[config.mk]
export PLATFORM = sky130hd
export DESIGN_NAME = demux1_8_deserializer
export DESIGN_NICKNAME = d
export VERILOG_FILES = /design/src/rtl/demux1_8_deserializer.sv
export SDC_FILE = /design/constraint.sdc
export NUM_CORES = 1
export LEC_CHECK = 0
export BUFFER_PORTS_ARGS = -buffer_cell sky130_fd_sc_hd__buf_2
export CORE_MARGIN = 5
export CORE_UTILIZATION = 30
export CTS_BUF_LIST = sky130_fd_sc_hd__clkbuf_4 sky130_fd_sc_hd__clkbuf_8
export CTS_CLUSTER_DIAMETER = 50
export DETAILED_ROUTE_END_ITERATION = 10
export PLACE_DENSITY_LB_ADDON = 0.3
export SLEW_MARGIN = 5
export SYNTH_ARGS = -nofsm -noshare
export SYNTH_HDL_FRONTEND = slang
export SYNTH_SLANG_ARGS = --single-unit
[constraint.sdc]
create_clock -name clk -period 2.15 [get_ports clk]
set_clock_uncertainty 0.2 [all_clocks]
set_input_delay 0.1075 -clock clk [delete_from_list [all_inputs] [get_ports clk]]
set_output_delay 0.1075 -clock clk [all_outputs]
set_load 0.05 [all_outputs]
[src/rtl/demux1_8_deserializer.sv]
// Serial-in / parallel-out deserializer. A bit index acts as a 1:WIDTH demux
// select that steers each accepted serial bit into an assembly register. A
// completed word moves into a holding register offered under valid/ready.
module demux1_8_deserializer #(
  parameter int WIDTH     = 8,
  parameter bit MSB_FIRST = 1'b0
) (
  input  logic                     clk,
  input  logic                     reset_n,
  input  logic                     in_bit,
  input  logic                     in_valid,
  output logic                     in_ready,
  input  logic                     clear,
  output logic [WIDTH-1:0]         out_word,
  output logic                     out_valid,
  input  logic                     out_ready,
  output logic [$clog2(WIDTH)-1:0] bit_idx
);

  localparam int IW = $clog2(WIDTH);

  logic [IW-1:0]    idx;
  logic [WIDTH-1:0] assembly;
  logic [WIDTH-1:0] merged;
  logic [IW-1:0]    pos;
  logic             last;
  logic             acc;

  // WIDTH is a power of two, so WIDTH-1-idx is the bitwise complement of idx.
  assign pos      = MSB_FIRST ? ~idx : idx;
  assign last     = &idx;
  // Only the completing bit has to wait for the held word to be taken.
  assign in_ready = ~(out_valid & ~out_ready & last);
  assign acc      = in_valid & in_ready & ~clear;
  assign bit_idx  = idx;

  // Assembly register with the incoming bit dropped into the selected slot.
  always_comb begin
    merged      = assembly;
    merged[pos] = in_bit;
  end

  // Bit index and partial word; clear wins over an accept in the same cycle.
  always_ff @(posedge clk or negedge reset_n) begin
    if (!reset_n) begin
      idx      <= '0;
      assembly <= '0;
    end else if (clear) begin
      idx      <= '0;
      assembly <= '0;
    end else if (acc) begin
      if (last) begin
        idx      <= '0;
        assembly <= '0;
      end else begin
        idx      <= idx + 1'b1;
        assembly <= merged;
      end
    end
  end

  // Holding register: a completion reloads it even while the old word drains.
  always_ff @(posedge clk or negedge reset_n) begin
    if (!reset_n) begin
      out_word  <= '0;
      out_valid <= 1'b0;
    end else if (acc && last) begin
      out_word  <= merged;
      out_valid <= 1'b1;
    end else if (out_ready) begin
      out_valid <= 1'b0;
    end
  end

endmodule

---- After elaboration in Yosys (flattened, before gate mapping) ----
Cells that the tools add are included.
storage, ports and cells
  flip-flop bits (word level) ............. 20
  output and inout bits ................... 13
  logic and storage cells ................. 30
  input bits .............................. 6
operators by class
  mux-type cells .......................... 11
  reduce and logical (&&, ||, !) cells .... 5
  add/sub/neg operators ................... 1
  bitwise operators ....................... 7
  order comparisons ....................... 2
operator list
  cell                                                         count
  2-to-1 mux 8 bit                                             3
  2-to-1 mux 3 bit                                             3
  bitwise mux 8 bit                                            1
  bitwise AND 1 bit                                            4
  less-than comparator 3 x 4 -> 1 bit (second input constant)  1
  nonzero test 2 bit                                           2
  adder 3 x 1 -> 3 bit (second input constant)                 1
  demux 1 bit (select 3 bit)                                   1
  >= comparator 3 x 1 -> 1 bit (second input constant)         1
  2-to-1 mux 1 bit                                             3
  NOT 1 bit                                                    3
  AND reduction 3 bit                                          1
  logical AND 1 bit                                            2

---- Depth between registers and ports, before layout ----
  word-level depth ........................ 8
  mapped depth ............................ 6
  gate-level depth less buffers ........... 6

---- Least setup slack after synthesis ----
Ideal clock, no wire load.
  path kind ............................... register -> register
  start point ............................. register idx[0] (netlist: bit_idx[0])
  end point ............................... register idx[0] (netlist: bit_idx[0])
  data required time ...................... 1.832 ns
  stages on the path, launching flop included .. 7
  library setup time ...................... 0.118 ns
  data arrival time ....................... 1.812 ns
  clock period less this slack ............ 2.130 ns
  setup slack ............................. 0.020 ns
  buffers on the path ..................... 0
  cell sequence ........................... dfrtp_1 -> ha_1 -> ha_1 -> and3b_1 -> inv_2 -> a21oi_2 -> a21o_1
on the way
  word-level cells in the longest chain between the ends .. 6
  elaborated cells on any way between the ends .. 10
  those cells by class .................... add/sub: 1; mux: 3; bitwise: 4; reduce/logical: 2
ends and longest elaborated chain
  what                                 RTL line  text
  from (decl)                          22        logic [IW-1:0] idx;
  from (signal assigned)               56        idx <= idx + 1'b1;
  AND reduction 3 bit                  31        assign last = &idx;
  bitwise AND 1 bit                    33        assign in_ready = ~(out_valid & ~out_ready & last);
  NOT 1 bit                            33
  net in_ready                         12        output logic in_ready,
  bitwise AND 1 bit (2 in a row)       34        assign acc = in_valid & in_ready & ~clear;
  nonzero test 2 bit (no source line)  --
The timed path passes the listed nets, and every way through them passes these cells. The select of a mux whose other input is x is not followed.
A chain may end at the register's enable or synchronous reset.

---- Worst setup path in the final report ----
  start point ............................. register idx[0] (netlist: bit_idx[0])
  end point ............................... register idx[0] (netlist: bit_idx[0])
on the way
  word-level cells in the longest chain between the ends .. 6
  elaborated cells on any way between the ends .. 10
  those cells by class .................... add/sub: 1; mux: 3; bitwise: 4; reduce/logical: 2
ends and longest elaborated chain
  what
  branches (longest 6 deep; another with adder 3 x 1 -> 3 bit)
Several ways; the timed one is not identified. The select of a mux whose other input is x is not followed.

==> metrics.cfg <==
[outcome]
status = complete, no violations

[grt]
grt_remaining_overflow = 0
initial_antenna_violation_count = 0
global_route_wire_length_before_repair_microns = 3310
number_of_global_route_vias_before_repair = 697
grt_util_all_layers_pct = 9.76
grt_max_degree = 21

[floorplan]
core_region_sq_um = 3100
top_level_ports = 19
die_h_microns = 67.4
die_area_sq_um = 4550
initial_core_util_pct = 31.9
core.rowCount = 20
die_width_microns = 67.4

[finish]
final_net_count = 119
post_layout_nonfiller_instances = 153
areaGrowthSynthToFinish_pct = 20.2
fillers = 335
mostFrequentLayoutCell = sky130_fd_sc_hd__dfrtp_1
drive_gt1_share_pct = 27.5
n_antenna_cell = 0
layout.cells.most_common_list = sky130_fd_sc_hd__dfrtp_1, sky130_fd_sc_hd__buf_2, sky130_fd_sc_hd__mux2i_1, sky130_fd_sc_hd__inv_1, sky130_fd_sc_hd__o2bb2ai_1

[clocking]
ctsLongestPathBuffers = 2
cts_buffers = 3
cts_clk_pin_slew_worst_paths_ns = 0.10
worstSkewPairLatency_ns = 0.29
tritoncts = built
h-tree-depth = 1
root_buffer_master = sky130_fd_sc_hd__clkbuf_4
tritoncts_num_sinks = 20

[route]
first_iter_violations = 28
drt.antenna.violating_nets = 0
drtPass1Iterations = 4
drcViolationCount = 0
post_drt_via_cell_ratio = 4.60
totalWireLength_microns = 1950
dr_total_vias = 704
detail_route.wl_per_cell_microns = 12.7

[synth]
syn_nets = 94
yosys_warnings = 0
syn_area_sq_um = 990
yosysSeqAreaShare_pct = 50.6
post_synth_inst_count = 86
synth-seq-cells = 20
syn-mean-instance-area_sq_um = 11.5
async_flop_share_pct = 100
synth_flop_cell = sky130_fd_sc_hd__dfrtp_1
number_of_flops_mapped_to_enable_cells_by_yosys = 0
yosys.cell_types.count = 24

[critical_path]
r2r_start = bit_idx[0]
worstSetupEndpointType = flip-flop
path_class = flip-flop to flip-flop
critical_path.startpoint_type = flip-flop
critical_path.startpoint = bit_idx[0]
critical_path_peak_fanout = 9
required_ns = 2.19
critPathArrivalTime_ns = 1.98

[sta]
period_minus_slack_ns = 1.94
setup_violations = 0
slew_viol_final = 0
slew-limit-headroom_pct = 68.5
maximum_clock_rate_mhz = 515
worst-slew-pin-transition_ns = 0.472
period_share_pct = 90.4
tns_ns = 0
finalHoldViolCount = 0
grt_setup_unrepaired = false

[place]
numPortBuffers = 18
dp_cells = 145
routabilityCongestion = 0.865
dp_hpwl_microns = 1330

[hold_path]
holdCritPathClass = input port to flip-flop
min_from = in_bit

[power]
ir_worst_vdd_v = 0.000164
power.density_cell_area_nw_per_um2 = 540
p_total_uw = 642
p_leak_nw = 0.576

[job]
timing.max_cap.violations = 0

## power by group
group | leakage [nW] | total (mW) | internal [mW] | switching (mW)
registers | 0.236 | 0.386 | 0.383 | 0.00362
clock network | 0.0138 | 0.171 | 0.0652 | 0.106
logic | 0.327 | 0.0850 | 0.0304 | 0.0546
total | 0.576 | 0.642 | 0.478 | 0.164
## sequential cells by signal (all words and copies together), names as in the netlist
| register | flops |
|---|---|
| assembly | 8 |
| out_word | 8 |
| out_valid | 1 |
| bit_idx | 3 |
## cells by family (layout without fill, tap and decap cells)
logic type / Yosys count / after routing / share of synthesized area (%)
fa+ha+maj: 2 / 2 / 2.53
simple gates: 18 / 18 / 12.0
flops: 20 / 20 / 50.6
buf+inv: 16 / 39 / 7.96
compound gates: 14 / 14 / 10.7
mux: 16 / 16 / 16.2
## cells in the mapped netlist (2+ instances only)
| cell | count | area (sq um) |
|---|---|---|
| sky130_fd_sc_hd__buf_2 | 3 | 15.0 |
| sky130_fd_sc_hd__nand3_1 | 3 | 15.0 |
| sky130_fd_sc_hd__nor3b_1 | 3 | 22.5 |
| sky130_fd_sc_hd__o2bb2ai_1 | 8 | 70.1 |
| sky130_fd_sc_hd__buf_6 | 2 | 22.5 |
| sky130_fd_sc_hd__mux2i_1 | 16 | 160 |
| sky130_fd_sc_hd__nand2_1 | 2 | 7.51 |
| sky130_fd_sc_hd__a21oi_1 | 2 | 10.0 |
| sky130_fd_sc_hd__ha_1 | 2 | 25.0 |
| sky130_fd_sc_hd__o21ai_0 | 2 | 10.0 |
| sky130_fd_sc_hd__inv_1 | 9 | 33.8 |
| sky130_fd_sc_hd__dfrtp_1 | 20 | 500 |
| sky130_fd_sc_hd__nand3b_1 | 3 | 22.5 |
## critical path: stages (launching register included)
cell and delay, ns:
sky130_fd_sc_hd__dfrtp_1 0.36, sky130_fd_sc_hd__ha_1 0.15, sky130_fd_sc_hd__ha_2 0.20, sky130_fd_sc_hd__and3b_2 0.22, sky130_fd_sc_hd__inv_2 0.04, sky130_fd_sc_hd__buf_4 0.13
sky130_fd_sc_hd__a21oi_2 0.39, sky130_fd_sc_hd__a21o_1 0.19
## path summary, 6_finish.rpt
path,end,slack [ns],cells past startpoint
min in group asynchronous,out_word[5],0.09,2
max in group asynchronous,out_word[4],1.36,2
worst min-delay path,assembly[6],0.06,3
worst max register to register,bit_idx[0],0.21,7
worst min register to register,assembly[1],0.30,1
worst max-delay path,bit_idx[0],0.21,7
## repair_timing
item	4_1_cts	5_1_grt
hold endpoints to repair	23	0
gates resized for setup	0	3
buffers inserted	0	1
hold buffers	5	0
setup endpoints to repair	0	1
## per-stage QoR
step / setup WS (ns) / cell area, sq um / hold WS, ns / utilization [%]
3_5_place_dp: 0.329 / 1120 / -0.105 / 36.0
3_3_place_gp: 0.385 / 1120 / -0.115 / 36.0
4_1_cts: 0.0304 / 1190 / 0.0564 / 38.3
6_report: 0.207 / 1190 / 0.0574 / 38.3
5_1_grt: 0.0763 / 1190 / 0.0924 / 38.3
2_1_floorplan: 0.0197 / 990 / -0.388 / -
## area by class of cell
cell class	instances	area, sq um	share of cell area, %
inverter	10	37.5	3.15
multi-input combinational	50	414	34.8
timing repair buffer	26	160	13.5
clock buffer	3	22.5	1.89
tap	44	55.1	4.63
sequential	20	500	42.1
## routing by layer
metal / part of all wire (%) / GRT usage (%) / vias to the layer above
li1: - / - / 350
met1: 48 / 12.1 / 335
met5: 0 / 0 / -
met4: 2.2 / 6.08 / 0
met2: 47 / 16.2 / 15
met3: 2.6 / 0.998 / 4
(Power assumes the default switching activity.)
